## src/rtl/car_pkg.sv

```systemverilog
// ---------------------------------------------------------------------------
// car_pkg
// Shared definitions for the car simulator blocks. The engine state encoding
// is shared with the display and auto-drive blocks, so keep these values fixed.
//   car_state_t : engine state (OFF / NOT_STARTING / STARTING / MOVING)
//   ramp_mode_t : what the speed ramp does with the next tick
// ---------------------------------------------------------------------------
package car_pkg;

    localparam int CAR_STATE_W = 2;

    typedef enum logic [CAR_STATE_W-1:0] {
        OFF          = 2'b00,
        NOT_STARTING = 2'b01,
        STARTING     = 2'b11,
        MOVING       = 2'b10
    } car_state_t;

    // Clear forces speed to zero immediately; the other modes act on ticks.
    typedef enum logic [1:0] {
        RAMP_CLEAR = 2'b00,
        RAMP_ACCEL = 2'b01,
        RAMP_COAST = 2'b10,
        RAMP_BRAKE = 2'b11
    } ramp_mode_t;

endpackage : car_pkg

```

## src/rtl/speed_ramp.sv

```systemverilog
// ---------------------------------------------------------------------------
// speed_ramp
// Tick-divided, saturating up/down speed register.
//   clk, rst  : clock and asynchronous active-high reset
//   enable    : low holds every register; ticks seen while low are lost
//   tick      : one-cycle time-base pulse
//   mode      : ramp_mode_t (clear / accel / coast / brake)
//   speed     : registered speed level, 0..SPEED_MAX
// ---------------------------------------------------------------------------
module speed_ramp
    import car_pkg::*;
#(
    parameter int SPEED_W   = 4,
    parameter int SPEED_MAX = 15,
    parameter int ACCEL_DIV = 8,
    parameter int DECEL_DIV = 4
) (
    input  logic               clk,
    input  logic               rst,
    input  logic               enable,
    input  logic               tick,
    input  logic [1:0]         mode,
    output logic [SPEED_W-1:0] speed
);

    localparam int DIV_MAX = (ACCEL_DIV > DECEL_DIV) ? ACCEL_DIV : DECEL_DIV;
    localparam int CNT_W   = (DIV_MAX > 1) ? $clog2(DIV_MAX) : 1;

    localparam logic [CNT_W-1:0]   ACCEL_LAST = CNT_W'(ACCEL_DIV - 1);
    localparam logic [CNT_W-1:0]   DECEL_LAST = CNT_W'(DECEL_DIV - 1);
    localparam logic [SPEED_W-1:0] SPEED_TOP  = SPEED_W'(SPEED_MAX);

    ramp_mode_t       cur_mode;
    ramp_mode_t       prev_mode;
    logic [CNT_W-1:0] sub_cnt;
    logic [CNT_W-1:0] cnt_base;
    logic [CNT_W-1:0] cnt_next;
    logic [SPEED_W-1:0] speed_next;

    // Next-state for the sub-counter and speed. A mode change restarts the
    // divider from zero, and the tick arriving on that same cycle already
    // counts as the first tick of the new mode.
    always_comb begin
        cur_mode   = ramp_mode_t'(mode);
        cnt_base   = (cur_mode != prev_mode) ? '0 : sub_cnt;
        cnt_next   = cnt_base;
        speed_next = speed;
        case (cur_mode)
            RAMP_CLEAR: begin
                cnt_next   = '0;
                speed_next = '0;
            end
            RAMP_ACCEL: begin
                if (tick) begin
                    if (cnt_base == ACCEL_LAST) begin
                        cnt_next = '0;
                        if (speed < SPEED_TOP)
                            speed_next = speed + 1'b1;
                    end else begin
                        cnt_next = cnt_base + 1'b1;
                    end
                end
            end
            RAMP_COAST: begin
                if (tick) begin
                    if (cnt_base == DECEL_LAST) begin
                        cnt_next = '0;
                        if (speed != '0)
                            speed_next = speed - 1'b1;
                    end else begin
                        cnt_next = cnt_base + 1'b1;
                    end
                end
            end
            RAMP_BRAKE: begin
                if (tick) begin
                    cnt_next = '0;
                    if (speed != '0)
                        speed_next = speed - 1'b1;
                end
            end
            default: begin
                cnt_next   = '0;
                speed_next = '0;
            end
        endcase
    end

    // Ramp registers; everything freezes while the block is disabled.
    always_ff @(posedge clk or posedge rst) begin
        if (rst) begin
            sub_cnt   <= '0;
            speed     <= '0;
            prev_mode <= RAMP_CLEAR;
        end else if (enable) begin
            sub_cnt   <= cnt_next;
            speed     <= speed_next;
            prev_mode <= cur_mode;
        end
    end

endmodule : speed_ramp

```

## src/rtl/manual_drive_fsm.sv

```systemverilog
// ---------------------------------------------------------------------------
// manual_drive_fsm
// Manual-transmission drive controller: engine state machine, latched travel
// direction, tick-driven speed ramp and saturating mileage accumulator.
//   clk, rst                 : clock, asynchronous active-high reset
//   enable                   : manual mode; low freezes state, blanks outputs
//   tick                     : simulation time-base pulse
//   power_on / power_off     : engine start / stop requests
//   reverse                  : reverse gear selected
//   brake, clutch, throttle  : pedals
//   left, right              : turn inputs
//   state                    : car_state_t encoding of the engine state
//   speed                    : current speed level
//   dir_back                 : latched direction (1 = reverse)
//   move_forward/_backward   : vehicle moving in latched direction
//   turn_left / turn_right   : registered turn indication
//   stall                    : one-cycle pulse on forced engine cut-off
//   mileage                  : saturating distance accumulator
// ---------------------------------------------------------------------------
module manual_drive_fsm
    import car_pkg::*;
#(
    parameter int SPEED_W   = 4,
    parameter int SPEED_MAX = 15,
    parameter int ACCEL_DIV = 8,
    parameter int DECEL_DIV = 4,
    parameter int MILE_W    = 16
) (
    input  logic               clk,
    input  logic               rst,
    input  logic               enable,
    input  logic               tick,
    input  logic               power_on,
    input  logic               power_off,
    input  logic               reverse,
    input  logic               brake,
    input  logic               clutch,
    input  logic               throttle,
    input  logic               left,
    input  logic               right,
    output logic [1:0]         state,
    output logic [SPEED_W-1:0] speed,
    output logic               dir_back,
    output logic               move_forward,
    output logic               move_backward,
    output logic               turn_left,
    output logic               turn_right,
    output logic               stall,
    output logic [MILE_W-1:0]  mileage
);

    car_state_t  state_q;
    ramp_mode_t  ramp_mode;
    logic        dir_conflict;
    logic        stall_q;
    logic        turn_left_q;
    logic        turn_right_q;
    logic [MILE_W:0] mile_sum;

    // A gear change against the latched direction without the clutch is the
    // one MOVING condition that kills the engine.
    assign dir_conflict = (reverse != dir_back) && !clutch;

    // Ramp behaviour is only meaningful in MOVING; any exit path (power off
    // or stall) clears speed on the same edge the state changes.
    always_comb begin
        ramp_mode = RAMP_CLEAR;
        if (state_q == MOVING && !power_off && !dir_conflict) begin
            if (brake)
                ramp_mode = RAMP_BRAKE;
            else if (throttle && !clutch)
                ramp_mode = RAMP_ACCEL;
            else
                ramp_mode = RAMP_COAST;
        end
    end

    speed_ramp #(
        .SPEED_W   (SPEED_W),
        .SPEED_MAX (SPEED_MAX),
        .ACCEL_DIV (ACCEL_DIV),
        .DECEL_DIV (DECEL_DIV)
    ) u_speed_ramp (
        .clk    (clk),
        .rst    (rst),
        .enable (enable),
        .tick   (tick),
        .mode   (ramp_mode),
        .speed  (speed)
    );

    // One extra bit catches overflow so the accumulator can saturate.
    assign mile_sum = {1'b0, mileage} + {{(MILE_W + 1 - SPEED_W){1'b0}}, speed};

    // Engine state machine plus the registers that travel with it: direction
    // latch, stall pulse, turn indication and mileage. While disabled the
    // state holds and the pulse/turn registers drop to zero.
    always_ff @(posedge clk or posedge rst) begin
        if (rst) begin
            state_q      <= OFF;
            dir_back     <= 1'b0;
            stall_q      <= 1'b0;
            turn_left_q  <= 1'b0;
            turn_right_q <= 1'b0;
            mileage      <= '0;
        end else if (!enable) begin
            stall_q      <= 1'b0;
            turn_left_q  <= 1'b0;
            turn_right_q <= 1'b0;
        end else begin
            stall_q      <= 1'b0;
            turn_left_q  <= (state_q == STARTING || state_q == MOVING) && left && !right;
            turn_right_q <= (state_q == STARTING || state_q == MOVING) && right && !left;

            if (tick && state_q == MOVING)
                mileage <= mile_sum[MILE_W] ? '1 : mile_sum[MILE_W-1:0];

            case (state_q)
                OFF: begin
                    if (power_on)
                        state_q <= NOT_STARTING;
                end
                NOT_STARTING: begin
                    if (power_off) begin
                        state_q <= OFF;
                    end else if (throttle && clutch && !brake) begin
                        state_q <= STARTING;
                    end else if (!clutch && ((throttle && !brake) || (reverse && !throttle))) begin
                        state_q <= OFF;
                        stall_q <= 1'b1;
                    end
                end
                STARTING: begin
                    if (power_off) begin
                        state_q <= OFF;
                    end else if (brake) begin
                        state_q <= NOT_STARTING;
                    end else if (throttle && !clutch) begin
                        state_q  <= MOVING;
                        dir_back <= reverse;
                    end else if (reverse && !clutch && !throttle) begin
                        state_q <= OFF;
                        stall_q <= 1'b1;
                    end
                end
                MOVING: begin
                    if (power_off) begin
                        state_q <= OFF;
                    end else if (dir_conflict) begin
                        state_q <= OFF;
                        stall_q <= 1'b1;
                    end else if (speed == '0 && !throttle) begin
                        state_q <= brake ? NOT_STARTING : STARTING;
                    end
                end
                default: state_q <= OFF;
            endcase
        end
    end

    // Motion flags decode the registered state directly; all display-facing
    // flags are blanked as soon as manual mode is deselected.
    assign state         = state_q;
    assign move_forward  = enable && (state_q == MOVING) && (speed != '0) && !dir_back;
    assign move_backward = enable && (state_q == MOVING) && (speed != '0) && dir_back;
    assign turn_left     = enable && turn_left_q;
    assign turn_right    = enable && turn_right_q;
    assign stall         = enable && stall_q;

endmodule : manual_drive_fsm
```

## config.mk

```make
export PLATFORM = sky130hd
export DESIGN_NAME = manual_drive_fsm
export DESIGN_NICKNAME = d
export VERILOG_FILES = /design/src/rtl/car_pkg.sv /design/src/rtl/speed_ramp.sv /design/src/rtl/manual_drive_fsm.sv
export SDC_FILE = /design/constraint.sdc
export NUM_CORES = 1
export LEC_CHECK = 0
export ABC_AREA = 1
export CORE_MARGIN = 4
export CORE_UTILIZATION = 40
export CTS_CLUSTER_SIZE = 10
export DETAILED_ROUTE_END_ITERATION = 12
export PLACE_DENSITY = 0.77
export SLEW_MARGIN = 20
export SYNTH_ARGS = -nofsm -noshare
export SYNTH_HDL_FRONTEND = slang
export SYNTH_SLANG_ARGS = --single-unit
```

## constraint.sdc

```tcl
create_clock -name clk -period 2.4 [get_ports clk]
set_clock_uncertainty 0.15 [all_clocks]
set_input_delay 0.48 -clock clk [delete_from_list [all_inputs] [get_ports clk]]
set_output_delay 0.48 -clock clk [all_outputs]
set_load 0.02 [all_outputs]
```

# Word-level counts from Yosys, hierarchy flattened
# Index checks and enable logic that the tools add are counted.
dict set report word_totals {
  output_inout_bits 28
  mem_bits_rw 0
  reg_bits 31
  latch_bits 0
  rom_bits 0
  mem_count 0
  in_bits 12
}
dict set report op_classes {
  eq_ne 20
  multipliers 0
  n_div 0
  n_mux 45
  add_sub_neg 4
  order_cmp 1
  n_reduce_logical 42
  bitwise_logic 2
  shift 0
}
# operator n
set op_table {}
lappend op_table {{2-bit two-way mux} 15}
lappend op_table {{4-bit two-way mux} 7}
lappend op_table {{1-bit logical AND} 24}
lappend op_table {{3-bit two-way mux} 6}
lappend op_table {{16-bit by 4-bit adder with 17-bit output} 1}
lappend op_table {{16-bit two-way mux} 1}
lappend op_table {{4-bit one-hot mux with 4 select lines} 1}
lappend op_table {{1-bit two-way mux} 12}
lappend op_table {{3-bit one-hot mux with 4 select lines} 1}
lappend op_table {{5-bit AND reduction} 2}
lappend op_table {{2-bit == test, second input constant} 4}
lappend op_table {{1-bit zero test} 8}
lappend op_table {{2-bit != test, second input constant} 4}
lappend op_table {{2-bit one-hot mux with 4 select lines} 1}
lappend op_table {{7-bit AND reduction} 1}
lappend op_table {{2-bit by 1-bit != test with 1-bit output, second input constant} 3}
lappend op_table {{5-bit by 4-bit != test with 1-bit output, second input constant} 1}
lappend op_table {{4-bit by 1-bit adder with 4-bit output, second input constant} 1}
lappend op_table {{2-bit by 1-bit == test with 1-bit output, second input constant} 2}
lappend op_table {{2-bit zero test} 2}
lappend op_table {{4-bit zero test} 1}
lappend op_table {{4-bit < comparator, second input constant} 1}
lappend op_table {{4-bit by 3-bit != test with 1-bit output, second input constant} 1}
lappend op_table {{4-bit != test, second input constant} 1}
lappend op_table {{other kinds (11)} 13}

# Longest topological paths before layout
# Gate-level depths: netlist (run 1).
dict set report logic_depth {
  ltp_word 11
  ltp_mapped 18
}

# Hierarchy
# From an unflattened synthesis (run 1), not the netlist that was laid out.
dict set report hier_totals {
  cells_unflattened 354
  hier_area_um2 2459.9
}
# mod instances area_each_um2 cells_each
set modules_own_cells {}
lappend modules_own_cells {manual_drive_fsm 1 1615.3 236}
lappend modules_own_cells {speed_ramp 1 844.6 118}

# Least setup slack after synthesis (run 1)
# Ideal clock, no wire load.
dict set report synth_path {
  path_type {input port to flip-flop}
  from {input port brake}
  to {register u_speed_ramp.sub_cnt[2]}
  required_time_ns 2.134
  setup_ns 0.116
  arrival_time_ns 2.270
  stages 18
  path_slack_ns -0.136
  path_cell_list {buf_4 > inv_1 > nand2_2 > nand3_4 > nand2_1 > nand2_1 > nand2_1 > nor2_1 > ha_1 > inv_1 > ha_1 > or2_2 > nand4_1 > nand3_1 > nand2_1 > inv_1 > nand2_1 > nand2_1}
}
dict set report synth_via {
  elab_chain_len 8
}
# item line_no
set synth_rtl {}
lappend synth_rtl {{start: declaration} manual_drive_fsm.sv:36} ;# input logic brake,
lappend synth_rtl {{2-bit two-way mux (*)} manual_drive_fsm.sv:69} ;# if (brake)
lappend synth_rtl {{2-bit two-way mux (*)} manual_drive_fsm.sv:68} ;# if (state_q == MOVING && !power_off && !dir_conflict) begin
lappend synth_rtl {{2-bit != test} speed_ramp.sv:45} ;# cnt_base = (cur_mode != prev_mode) ? '0 : sub_cnt;
lappend synth_rtl {{3-bit two-way mux} speed_ramp.sv:45}
lappend synth_rtl {{3-bit by 1-bit adder with 3-bit output, or another cell as far along} {speed_ramp.sv:60, speed_ramp.sv:71}}
lappend synth_rtl {{3-bit two-way mux, on equally long branches} {speed_ramp.sv:66, speed_ramp.sv:55}}
lappend synth_rtl {{3-bit two-way mux, on equally long branches} {speed_ramp.sv:65, speed_ramp.sv:54}}
lappend synth_rtl {{3-bit one-hot mux with 4 select lines (*)} speed_ramp.sv:48} ;# case (cur_mode)
lappend synth_rtl {{end signal: assignment} speed_ramp.sv:96} ;# sub_cnt <= cnt_next;
lappend synth_rtl {{end: declaration} speed_ramp.sv:35} ;# logic [CNT_W-1:0] sub_cnt;
# Every way passes the cells marked *; elsewhere a longest branch is shown, timed or not.
# A chain may end at the register's enable or synchronous reset.

# Final worst setup path (run 1)
dict set report layout_path {
  from {input port throttle}
  to {register u_speed_ramp.speed[0]}
}
dict set report layout_via {
  elab_chain_len 9
}
# item line_no
set layout_rtl {}
lappend layout_rtl {{start: declaration} manual_drive_fsm.sv:38} ;# input logic throttle,
lappend layout_rtl {{1-bit logical AND (*)} manual_drive_fsm.sv:71} ;# else if (throttle && !clutch)
lappend layout_rtl {{2-bit two-way mux (*)} manual_drive_fsm.sv:71}
lappend layout_rtl {{2-bit two-way mux (*)} manual_drive_fsm.sv:69}
lappend layout_rtl {{2-bit two-way mux (*)} manual_drive_fsm.sv:68}
lappend layout_rtl {{2-bit != test} speed_ramp.sv:45}
lappend layout_rtl {{3-bit two-way mux} speed_ramp.sv:45}
lappend layout_rtl {{3-bit by 2-bit == test with 1-bit output / 3-bit == test (equally long branches)} {speed_ramp.sv:66, speed_ramp.sv:55}}
lappend layout_rtl {{2-bit by 1-bit != test with 1-bit output (no source line)} --}
lappend layout_rtl {{7-bit AND reduction (no source line)} --}
lappend layout_rtl {{end signal: assignment} speed_ramp.sv:97} ;# speed <= speed_next;
lappend layout_rtl {{end: declaration} speed_ramp.sv:23} ;# output logic [SPEED_W-1:0] speed
# Marked as above.

==> results.cfg, run 1 <==
[critical_path]
path_max_fanout = 3
reg2reg_slack_ns = 0.05
endpoint = u_speed_ramp.speed[0]$_DFFE_PP0P_
critPathKind = input port to register
cpPeakStageDelay_ns = 0.26
critPathCaptureType = register
crit_top_cell = nand2_2
rr_endpoint = u_speed_ramp.speed[0]$_DFFE_PP0P_
cp_cell_sequence = dlygate4sd2_1 > buf_6 > nand2_4 > nand2_2 > nand3_2 > nand2_2 > nand2_2 > nand2_2 > nor2_2 > ha_2 > buf_6 > ha_4 > inv_2 > nand4_1 > o21ai_1 > nor2_2 > nand3_1 > nand2_1
slowest_stage = dlygate4sd2_1
required_ns = 2.47
start_kind = input port
r2r_start = state[0]$_DFFE_PP0P_
critPathLaunch = throttle
worstPathArrival_ns = 2.43
rr_worst_depth = 16

[job]
maxCapViolCount = 0

[floorplanning]
ios = 40
die_w_um = 84.81
fp.dieArea_sq_mm = 0.007192
initial_core_util_pct = 42.08
die_height_um = 84.81
core_area_sq_mm = 0.005608
row_count = 27

[timing]
drv_slew = 0
worst_pin_slew_ns = 0.4190
fin_crit_ns = 2.357
slew_headroom_pct = 72.07
timing_hold_violations_final = 0
max_freq_ghz = 0.4243
fin_ws_ns = 0.04328
holdWs_ns = 0.3623
setup_viol = 0
period_share_pct = 98.20
rsz0062_at_grt = true

[logic_synthesis]
synth_cell_types = 38
yosys.cell_count.top_type = nand2_1
synthTopCellsByArea = dfrtp_1, nand2_1, nand3_1
synthSimpleGateAreaFrac_pct = 41.25
synth_flop_cell = dfrtp_1
synth_xor_xnor_area_share_pct = 2.598
netlist_area_sq_mm = 0.002360
synthAdderAreaFrac_pct = 7.529
avgSynthCellArea_sq_um = 7.086
yosys_warnings = 0
async_flop_share_pct = 100.0
synth-compound-area-share_pct = 5.938
synth-seq-cells = 31
netlist.area_leader.share_pct = 32.87
synth_edf_count = 0
muxShareOfSynthArea_pct = 0.4242
netlist_instances = 333
synthTopCellsByCount = nand2_1, inv_1, nand3_1
ys_seq_area_share_pct = 32.87
synth_nets = 358
yosys.area.top_type = dfrtp_1
synth_top_family_by_area = simple AND/OR/NAND/NOR gates

[clocking]
cts_buffers = 5
htreeDepth = 2
cts_buffer_depth = 2
clockRootBuffer = clkbuf_8
cts_sinks = 31
ctsHoldBuffers = 0
clkTransAtPathRegs_ns = 0.06
clk_latency_ns = 0.29
tritoncts = built

[drt]
firstDrtPassIters = 5
vias = 2446
viasPerCell = 5.054
drcViolationCount = 0
detail_route.wl_per_cell_um = 13.06
dr.first_iter.drc_count = 181
totalWireLength_um = 6321
drtAntennaViolNets = 0

[global_routing]
grt-ovfl-total = 0
grt_max_degree = 32
grt_util_all_layers_pct = 17.65
grt_pass1_wl_um = 10460
grt_pass1_vias = 2388
antenna_found_initial = 0

[pwr]
ir_worst_vdd_uv = 368.6
leakagePower_nw = 1.716
p_per_area_mw_per_mm2 = 413.7

[place]
dpl.hpwl_um = 4765
gp_congestion = 0.9197
dp_slack_ns = -0.5839
portBuffers = 39

[finish]
drive_gt1_share_pct = 23.54
syn_to_final_growth_pct = 39.45
nFillCells = 521
diodes = 0
nets = 437

[min_path]
hold_class = register to register

[status]
outcome = complete, no violations
## how the worst min path moves through the flow
stage | slack [ns] | cells past startpoint | startpoint | endpoint
global placement | 0.32 | 2 | u_speed_ramp.sub_cnt[1]$_DFFE_PP0P_ | u_speed_ramp.sub_cnt[1]$_DFFE_PP0P_
global route | 0.39 | 2 | u_speed_ramp.sub_cnt[1]$_DFFE_PP0P_ | u_speed_ramp.sub_cnt[1]$_DFFE_PP0P_
finish | 0.36 | 2 | u_speed_ramp.sub_cnt[1]$_DFFE_PP0P_ | u_speed_ramp.sub_cnt[1]$_DFFE_PP0P_
CTS | 0.34 | 2 | u_speed_ramp.sub_cnt[1]$_DFFE_PP0P_ | u_speed_ramp.sub_cnt[1]$_DFFE_PP0P_
floorplan | 0.30 | 2 | u_speed_ramp.sub_cnt[1]$_DFFE_PP0P_ | u_speed_ramp.sub_cnt[1]$_DFFE_PP0P_
detailed placement | 0.32 | 2 | u_speed_ramp.sub_cnt[1]$_DFFE_PP0P_ | u_speed_ramp.sub_cnt[1]$_DFFE_PP0P_
## cell type report
class / count / area, sq um / share of cell area, %
inverter: 54 / 206.4 / 6.274
clock inverter: 1 / 5.005 / 0.1521
timing repair buffer: 75 / 653.1 / 19.85
multi-input combinational: 245 / 1473 / 44.75
clock buffer: 6 / 82.58 / 2.510
tap: 72 / 90.09 / 2.738
sequential: 31 / 780.7 / 23.73
## report_power, final
part           leakage [nW]  internal, mW  total [mW]  switching (mW)
Combinational          1.25         0.164       0.369           0.204
Sequential            0.414         0.546       0.565          0.0187
Clock                0.0470         0.225       0.428           0.203
Total                  1.72         0.936        1.36           0.426
## layer usage
| layer | vias to the layer above | share of wire, % | global-route usage [%] |
|---|---|---|---|
| met1 | 1150 | 44 | 21.67 |
| met2 | 59 | 50 | 30.89 |
| met5 | - | 0 | 0 |
| met3 | 8 | 4.5 | 3.435 |
| met4 | 0 | 1.4 | 5.755 |
| li1 | 1229 | - | - |
## layout by cell type, fill, tap and decap left out, types with 2 or more instances in the layout
cell type        Yosys  layout
buf_4                1      34
dfrtp_1             31      27
ha_1                11       8
inv_1               49      42
o21ai_1              1       2
dfrtp_2              0       4
nand2_1             97      88
inv_2                3       9
or2_0                2       2
clkinv_2             1       2
buf_6                0       2
nor2_1              19      16
nand2_2              5      10
o21ai_0             13      12
xor2_1               7       7
nor2_4               1       2
nor2_2               4       6
clkdlybuf4s50_1      0      29
o211ai_1             3       3
a21oi_1              3       3
fa_1                 2       2
nand3_4              2       3
nand4_1              9       9
nand3_1             39      37
nand2_4              2       6
clkbuf_8             0       6
dlygate4sd2_1        0       8
nand3_2              2       3
ha_4                 0       2
nor3_1              12      12
## cells by family after synthesis
group	after synthesis
AO/OA/AOI/OAI	24
XOR/XNOR	7
adder cells (fa/ha/maj)	13
buffers and inverters	57
flip-flops	31
multiplexers	1
AND/OR/NAND/NOR	200
## stage by stage
stage               TNS (ns)  cell area, sq um  instances  utilization (%)  power (mW)
global route         -0.3042              3291        484            58.68       1.438
CTS                        0              3162        477            56.38       1.339
global placement      -2.680              3062        469            54.60      0.8966
finish                     0              3291        484            58.68       1.361
detailed placement    -3.761              3062        469            54.60      0.9067
floorplan                  0              2389        333                -      0.7641
## sequential cells by signal, summed over array words and instances (netlist names)
register                flops
u_speed_ramp.speed          4
stall_q                     1
state                       2
dir_back                    1
u_speed_ramp.prev_mode      2
mileage                    16
turn_left_q                 1
turn_right_q                1
u_speed_ramp.sub_cnt        3
## critical path, delay by kind of cell
kind	cells	cell delay (ns)
simple gates	11	1.00
buf+inv	4	0.52
fa+ha+maj	2	0.32
compound gates	1	0.11
## repair_timing
action                     4_1_cts  5_1_grt
setup endpoints to repair       10        8
gates cloned                     0        0
setup buffers                    1        7
pin swaps                        5       21
resized for setup               18       24
(Power assumes the default switching activity.)
==> run 2, diff against run 1 <==
- CORE_MARGIN: 4 -> unset
==> run 2 against run 1 <==
Compared with the run above: the run now ends with setup timing left; first-iteration DRC count rose by 17%; global-route usage rose by 4.3 points; cell area fell by 1.7%; setup slack got worse by 0.056 ns; register-to-register slack got worse by 0.03 ns; non-clock buffer count fell by 3; worst hold slack improved by 0.024 ns; flip-flop and latch count did not move; critical path type unchanged; largest power group unchanged; highest routed layer unchanged.
==> results.cfg, run 2 (same netlist as run 1, synthesis figures left out) <==
[timing]
fin_crit_ns = 2.413
period_share_pct = 100.5
fin_ws_ns = -0.01300
drv_slew = 0
max_freq_ghz = 0.4144
slew_headroom_pct = 72.04
worst_pin_slew_ns = 0.4194
timing_hold_violations_final = 0
rsz0062_at_grt = true
setup_viol = 2

[global_routing]
antenna_found_initial = 0
grt_util_all_layers_pct = 21.95
grt_pass1_wl_um = 10740
grt_pass1_vias = 2426
grt-ovfl-total = 0
grt_max_degree = 32

[drt]
dr_wl_met2_um = 3214
totalWireLength_um = 6391
wl_met1_um = 2741
viasPerCell = 5.178
wl_met3_um = 281
firstDrtPassIters = 5
drtAntennaViolNets = 0
dr.first_iter.drc_count = 211
drcViolationCount = 0
detail_route.wl_per_cell_um = 13.26
vias = 2496
routed.top_layer = met4

[pwr]
leakagePower_nw = 1.712
ir_worst_vdd_uv = 495.0
p_per_area_mw_per_mm2 = 451.7

[finish]
diodes = 0
layout_commonest_cell = nand2_1
final_cell_count_no_fill = 482
syn_to_final_growth_pct = 37.06
nFillCells = 523
regMostFlops = mileage
drive_gt1_share_pct = 21.71
nets = 434
final_cell_mix = nand2_1, inv_1, nand3_1
largest_register_ff_count = 16
reg_top3 = mileage x16, u_speed_ramp.speed x4, u_speed_ramp.sub_cnt x3

[clocking]
tritoncts = built
clockRootBuffer = clkbuf_8
clkTransAtPathRegs_ns = 0.08
cts_buffer_depth = 2
cts_buffers = 5
cts_sinks = 31
htreeDepth = 2
clk_latency_ns = 0.29

[critical_path]
worstPathArrival_ns = 2.45
required_ns = 2.44
start_kind = input port
critPathCaptureType = register
critPathKind = input port to register
path_max_fanout = 3

[floorplanning]
fp.dieArea_sq_mm = 0.006210
initial_core_util_pct = 42.08
ios = 40
die_height_um = 78.81
core_area_sq_mm = 0.005608
row_count = 27
die_w_um = 78.81

[place]
dp_slack_ns = -0.5539
dpl.hpwl_um = 4698
gp_congestion = 0.9073
portBuffers = 39
dp.cells = 469

[job]
maxCapViolCount = 0

[min_path]
hold_class = register to register

[status]
outcome = finished, violations left
violations = setup timing
[run 2: cell count changes in the layout (fill, tap and decap cells not counted), sizes merged]
cell / change
buf: -3
bufinv: +1
clkdlybuf4s15: -1
dlygate4sd2: +1
[run 2: report_power, final]
part | internal, mW | switching (mW) | leakage (nW)
clock network | 0.336 | 0.221 | 0.0612
logic | 0.141 | 0.198 | 1.24
registers | 0.546 | 0.0190 | 0.414
[run 2: path summary, 6_finish.rpt]
kind | start | endpoint | slack, ns | cells after the start
max in group asynchronous | rst | dir_back$_DFFE_PP0P_ | 1.35 | 3
max reg2reg | dir_back$_DFFE_PP0P_ | u_speed_ramp.sub_cnt[2]$_DFFE_PP0P_ | 0.02 | 17
max | throttle | u_speed_ramp.sub_cnt[2]$_DFFE_PP0P_ | -0.01 | 19
min reg2reg | u_speed_ramp.prev_mode[0]$_DFFE_PP0P_ | u_speed_ramp.prev_mode[0]$_DFFE_PP0P_ | 0.39 | 2
min in group asynchronous | rst | mileage[8]$_DFFE_PP0P_ | 0.42 | 3
min | u_speed_ramp.prev_mode[0]$_DFFE_PP0P_ | u_speed_ramp.prev_mode[0]$_DFFE_PP0P_ | 0.39 | 2
[run 2: through the flow]
step	utilization, %	power [mW]	setup TNS [ns]	hold slack (ns)	area, sq um
finish	57.68	1.461	-0.01582	0.3858	3234
global route	57.68	1.524	-0.6214	0.4159	3234
CTS	57.01	1.469	0	0.3801	3197
detailed placement	54.60	0.9069	-3.310	0.3426	3062
global placement	54.60	0.8962	-2.751	0.3289	3062
floorplan	-	0.7641	0	0.2995	2389
[run 2: final cells by class]
class	instances	area, sq um	area share, %
Clock buffer	6	82.58	2.553
Clock inverter	2	35.03	1.083
Inverter	54	206.4	6.383
Multi-Input combinational cell	245	1418	43.83
Sequential cell	31	780.7	24.14
Tap cell	72	90.09	2.785
Timing Repair Buffer	72	621.8	19.23
[run 2: routing by layer]
layer	global-route usage (%)	vias to the layer above
met5	0	-
met4	11.48	0
met3	3.563	15
met2	37.83	77
met1	26.13	1183
li1	-	1221
[run 2: critical path, cell delays in order]
cell	delay, ns
dlygate4sd2_1	0.25
buf_4	0.13
nand2_1	0.10
nand2_2	0.08
nand3_2	0.06
nand2_1	0.06
nand2_2	0.10
nand2_2	0.06
nor2_2	0.13
ha_2	0.20
inv_2	0.03
ha_2	0.15
or2_4	0.21
nand4_1	0.09
nand3_2	0.09
nand2_1	0.06
inv_1	0.04
nand2_1	0.06
nand2_1	0.06
[run 2: timing repair]
item                                    in CTS  in global routing
pin swaps                                    8                 14
resized for setup                           16                 11
gates cloned                                 0                  0
hold buffers                                 0                  0
hold endpoints to repair                     0                  0
endpoints found under the setup margin      10                  7
buffers inserted                             2                  3
==> run 3, diff against run 2 <==
- ABC_AREA: 1 -> unset
- CTS_CLUSTER_DIAMETER: unset -> 150
- PLACE_DENSITY: 0.77 -> 0.79
==> run 3 against run 2 <==
Compared with the run above: the run still ends with setup timing left; total power rose by 13%; cell count fell by 20%; cell area fell by 2.2%; global-route usage fell by 0.84 points; flip-flop and latch count did not move; non-clock buffer count rose by 22.
==> results.cfg, run 3 <==
[status]
outcome = finished, violations left
violations = setup timing

[critical_path]
reg2reg_slack_ns = -0.20
worstPathArrival_ns = 2.61
r2r_start = dir_back$_DFFE_PP0P_
critPathCaptureType = register
rr_endpoint = u_speed_ramp.speed[2]$_DFFE_PP0P_
critPathKind = input port to register
slowest_stage = a221oi_2
cp_cell_sequence = clkdlybuf4s15_1 > nand2b_1 > nand4_1 > a21oi_2 > a21o_1 > and2_4 > ha_4 > ha_4 > nand3_2 > a221oi_2 > buf_4 > a21o_1 > o22ai_1
start_kind = input port
path_max_fanout = 4
rr_worst_depth = 13
required_ns = 2.41
cpPeakStageDelay_ns = 0.29

[drt]
drcViolationCount = 0
dr.first_iter.drc_count = 93
viasPerCell = 5.311
totalWireLength_um = 5558
detail_route.wl_per_cell_um = 14.40
firstDrtPassIters = 4
drtAntennaViolNets = 0
vias = 2050

[job]
maxCapViolCount = 0

[floorplanning]
row_count = 25
die_w_um = 74.06
die_height_um = 74.06
fp.dieArea_sq_mm = 0.005485
initial_core_util_pct = 42.84
core_area_sq_mm = 0.004848
ios = 40

[finish]
multi_input_area_sq_mm = 0.001335
final_cell_mix = buf_4, clkdlybuf4s50_1, dfrtp_1
reg_top3 = mileage x16, u_speed_ramp.speed x4, u_speed_ramp.sub_cnt x3
nFillCells = 382
regArea_sq_um = 780.7
layout_commonest_cell = buf_4
nets = 343
final_cell_count_no_fill = 386
drive_gt1_share_pct = 33.23
diodes = 0
largest_register_ff_count = 16
regMostFlops = mileage
final_util_pct = 65.21
syn_to_final_growth_pct = 52.23

[timing]
max_freq_ghz = 0.3850
rsz0062_at_grt = true
period_share_pct = 108.2
timing_hold_violations_final = 0
fin_crit_ns = 2.597
worst_pin_slew_ns = 0.4040
setup_viol = 4
drv_slew = 0
fin_ws_ns = -0.1974
slew_headroom_pct = 73.07

[global_routing]
antenna_found_initial = 0
grt_pass1_wl_um = 8763
grt-ovfl-total = 0
grt_util_all_layers_pct = 21.11
grt_max_degree = 32
grt_pass1_vias = 1975

[logic_synthesis]
avgSynthCellArea_sq_um = 9.150
synthTopCellsByCount = dfrtp_1, nand2_1, inv_1
synth_cell_types = 48
synth_nets = 252
netlist_instances = 227
synth_edf_count = 0
synth_flop_cell = dfrtp_1
async_flop_share_pct = 100.0
yosys_warnings = 0
netlist.area_leader.share_pct = 37.35
netlist_area_sq_mm = 0.002077
synth-seq-cells = 31
yosys.area.top_type = dfrtp_1
yosys.cell_count.top_type = dfrtp_1
ys_seq_area_share_pct = 37.35
synthTopCellsByArea = dfrtp_1, ha_1, mux2_2

[min_path]
holdPathEnd = u_speed_ramp.sub_cnt[1]$_DFFE_PP0P_
hold_class = register to register
hold_depth = 2
min_from = u_speed_ramp.sub_cnt[1]$_DFFE_PP0P_

[clocking]
htreeDepth = 2
cts_buffer_depth = 2
cts_buffers = 5
clockRootBuffer = clkbuf_8
clkTransAtPathRegs_ns = 0.07
tritoncts = built
cts_sinks = 31
clk_latency_ns = 0.28

[place]
dpl.hpwl_um = 3862
gp_congestion = 0.8808
portBuffers = 39
dp.cells = 366

[pwr]
p_per_area_mw_per_mm2 = 520.9
ir_worst_vdd_uv = 507.5
leakagePower_nw = 1.469
-- run 3: power breakdown --
| part | internal, mW | switching (mW) | leakage (nW) |
|---|---|---|---|
| sequential | 0.556 | 0.0268 | 0.417 |
| clock | 0.336 | 0.202 | 0.0612 |
| combinational | 0.257 | 0.269 | 0.991 |
-- run 3: area by class of cell --
type	count	share of cell area, %
clock inverters	2	1.108
repair buffers	94	24.57
inverters	18	2.137
clock buffers	6	2.612
flip-flops and latches	31	24.69
well taps	67	2.651
multi-input cells	168	42.22
-- run 3: logic make-up (layout without fill, tap and decap cells) --
| family | Yosys count | after routing | share of synthesized area, % |
|---|---|---|---|
| buffers and inverters | 28 | 120 | 6.084 |
| AOI/OAI and AO/OA | 52 | 52 | 16.93 |
| xor gates and xnor gates | 8 | 8 | 3.374 |
| DFF | 31 | 31 | 37.35 |
| adders and majority gates | 13 | 13 | 8.554 |
| and+or+nand+nor | 85 | 85 | 22.41 |
| muxes | 10 | 10 | 5.301 |
-- run 3: layer usage --
metal	share of wire (%)	wire (um)	GRT usage, %
met1	41	2264	23.87
met2	53	2957	38.99
met3	4.5	252	4.065
met4	1.5	84	8.120
met5	0	0	0
-- run 3: repair_timing --
action,CTS,global route
pin swaps,12,8
hold buffers,0,0
endpoints found under the setup margin,14,17
buffers inserted,11,4
gates resized for setup,22,23
-- run 3: worst max-delay path: cells and delay by family --
family	cells	cell delay (ns)
AO/OA/AOI/OAI	5	0.82
adder cells (fa/ha/maj)	2	0.29
buffers and inverters	2	0.44
AND/OR/NAND/NOR	4	0.58
-- run 3: worst max path at each step --
stage	endpoint	depth (start not counted)	start
after floorplan	u_speed_ramp.speed[3]$_DFFE_PP0P_	10	state[0]$_DFFE_PP0P_
after global placement	u_speed_ramp.speed[3]$_DFFE_PP0P_	13	reverse
after detailed placement	u_speed_ramp.speed[2]$_DFFE_PP0P_	14	reverse
after CTS	u_speed_ramp.speed[2]$_DFFE_PP0P_	12	u_speed_ramp.prev_mode[1]$_DFFE_PP0P_
after global routing	u_speed_ramp.speed[0]$_DFFE_PP0P_	13	dir_back$_DFFE_PP0P_
final	u_speed_ramp.speed[2]$_DFFE_PP0P_	13	clutch
-- run 3: per-stage QoR --
step	instance area, sq um	TNS [ns]	hold WS, ns	setup slack, ns	power (mW)
CTS	3079	-0.6584	0.3487	-0.1804	1.616
global route	3162	-1.392	0.3557	-0.3456	1.713
detailed placement	2879	-6.655	0.3352	-0.7309	1.069
finish	3162	-0.7265	0.3478	-0.1974	1.647
floorplan	2167	-0.4290	0.3063	-0.2220	0.8526
global placement	2879	-5.344	0.3425	-0.6212	1.060
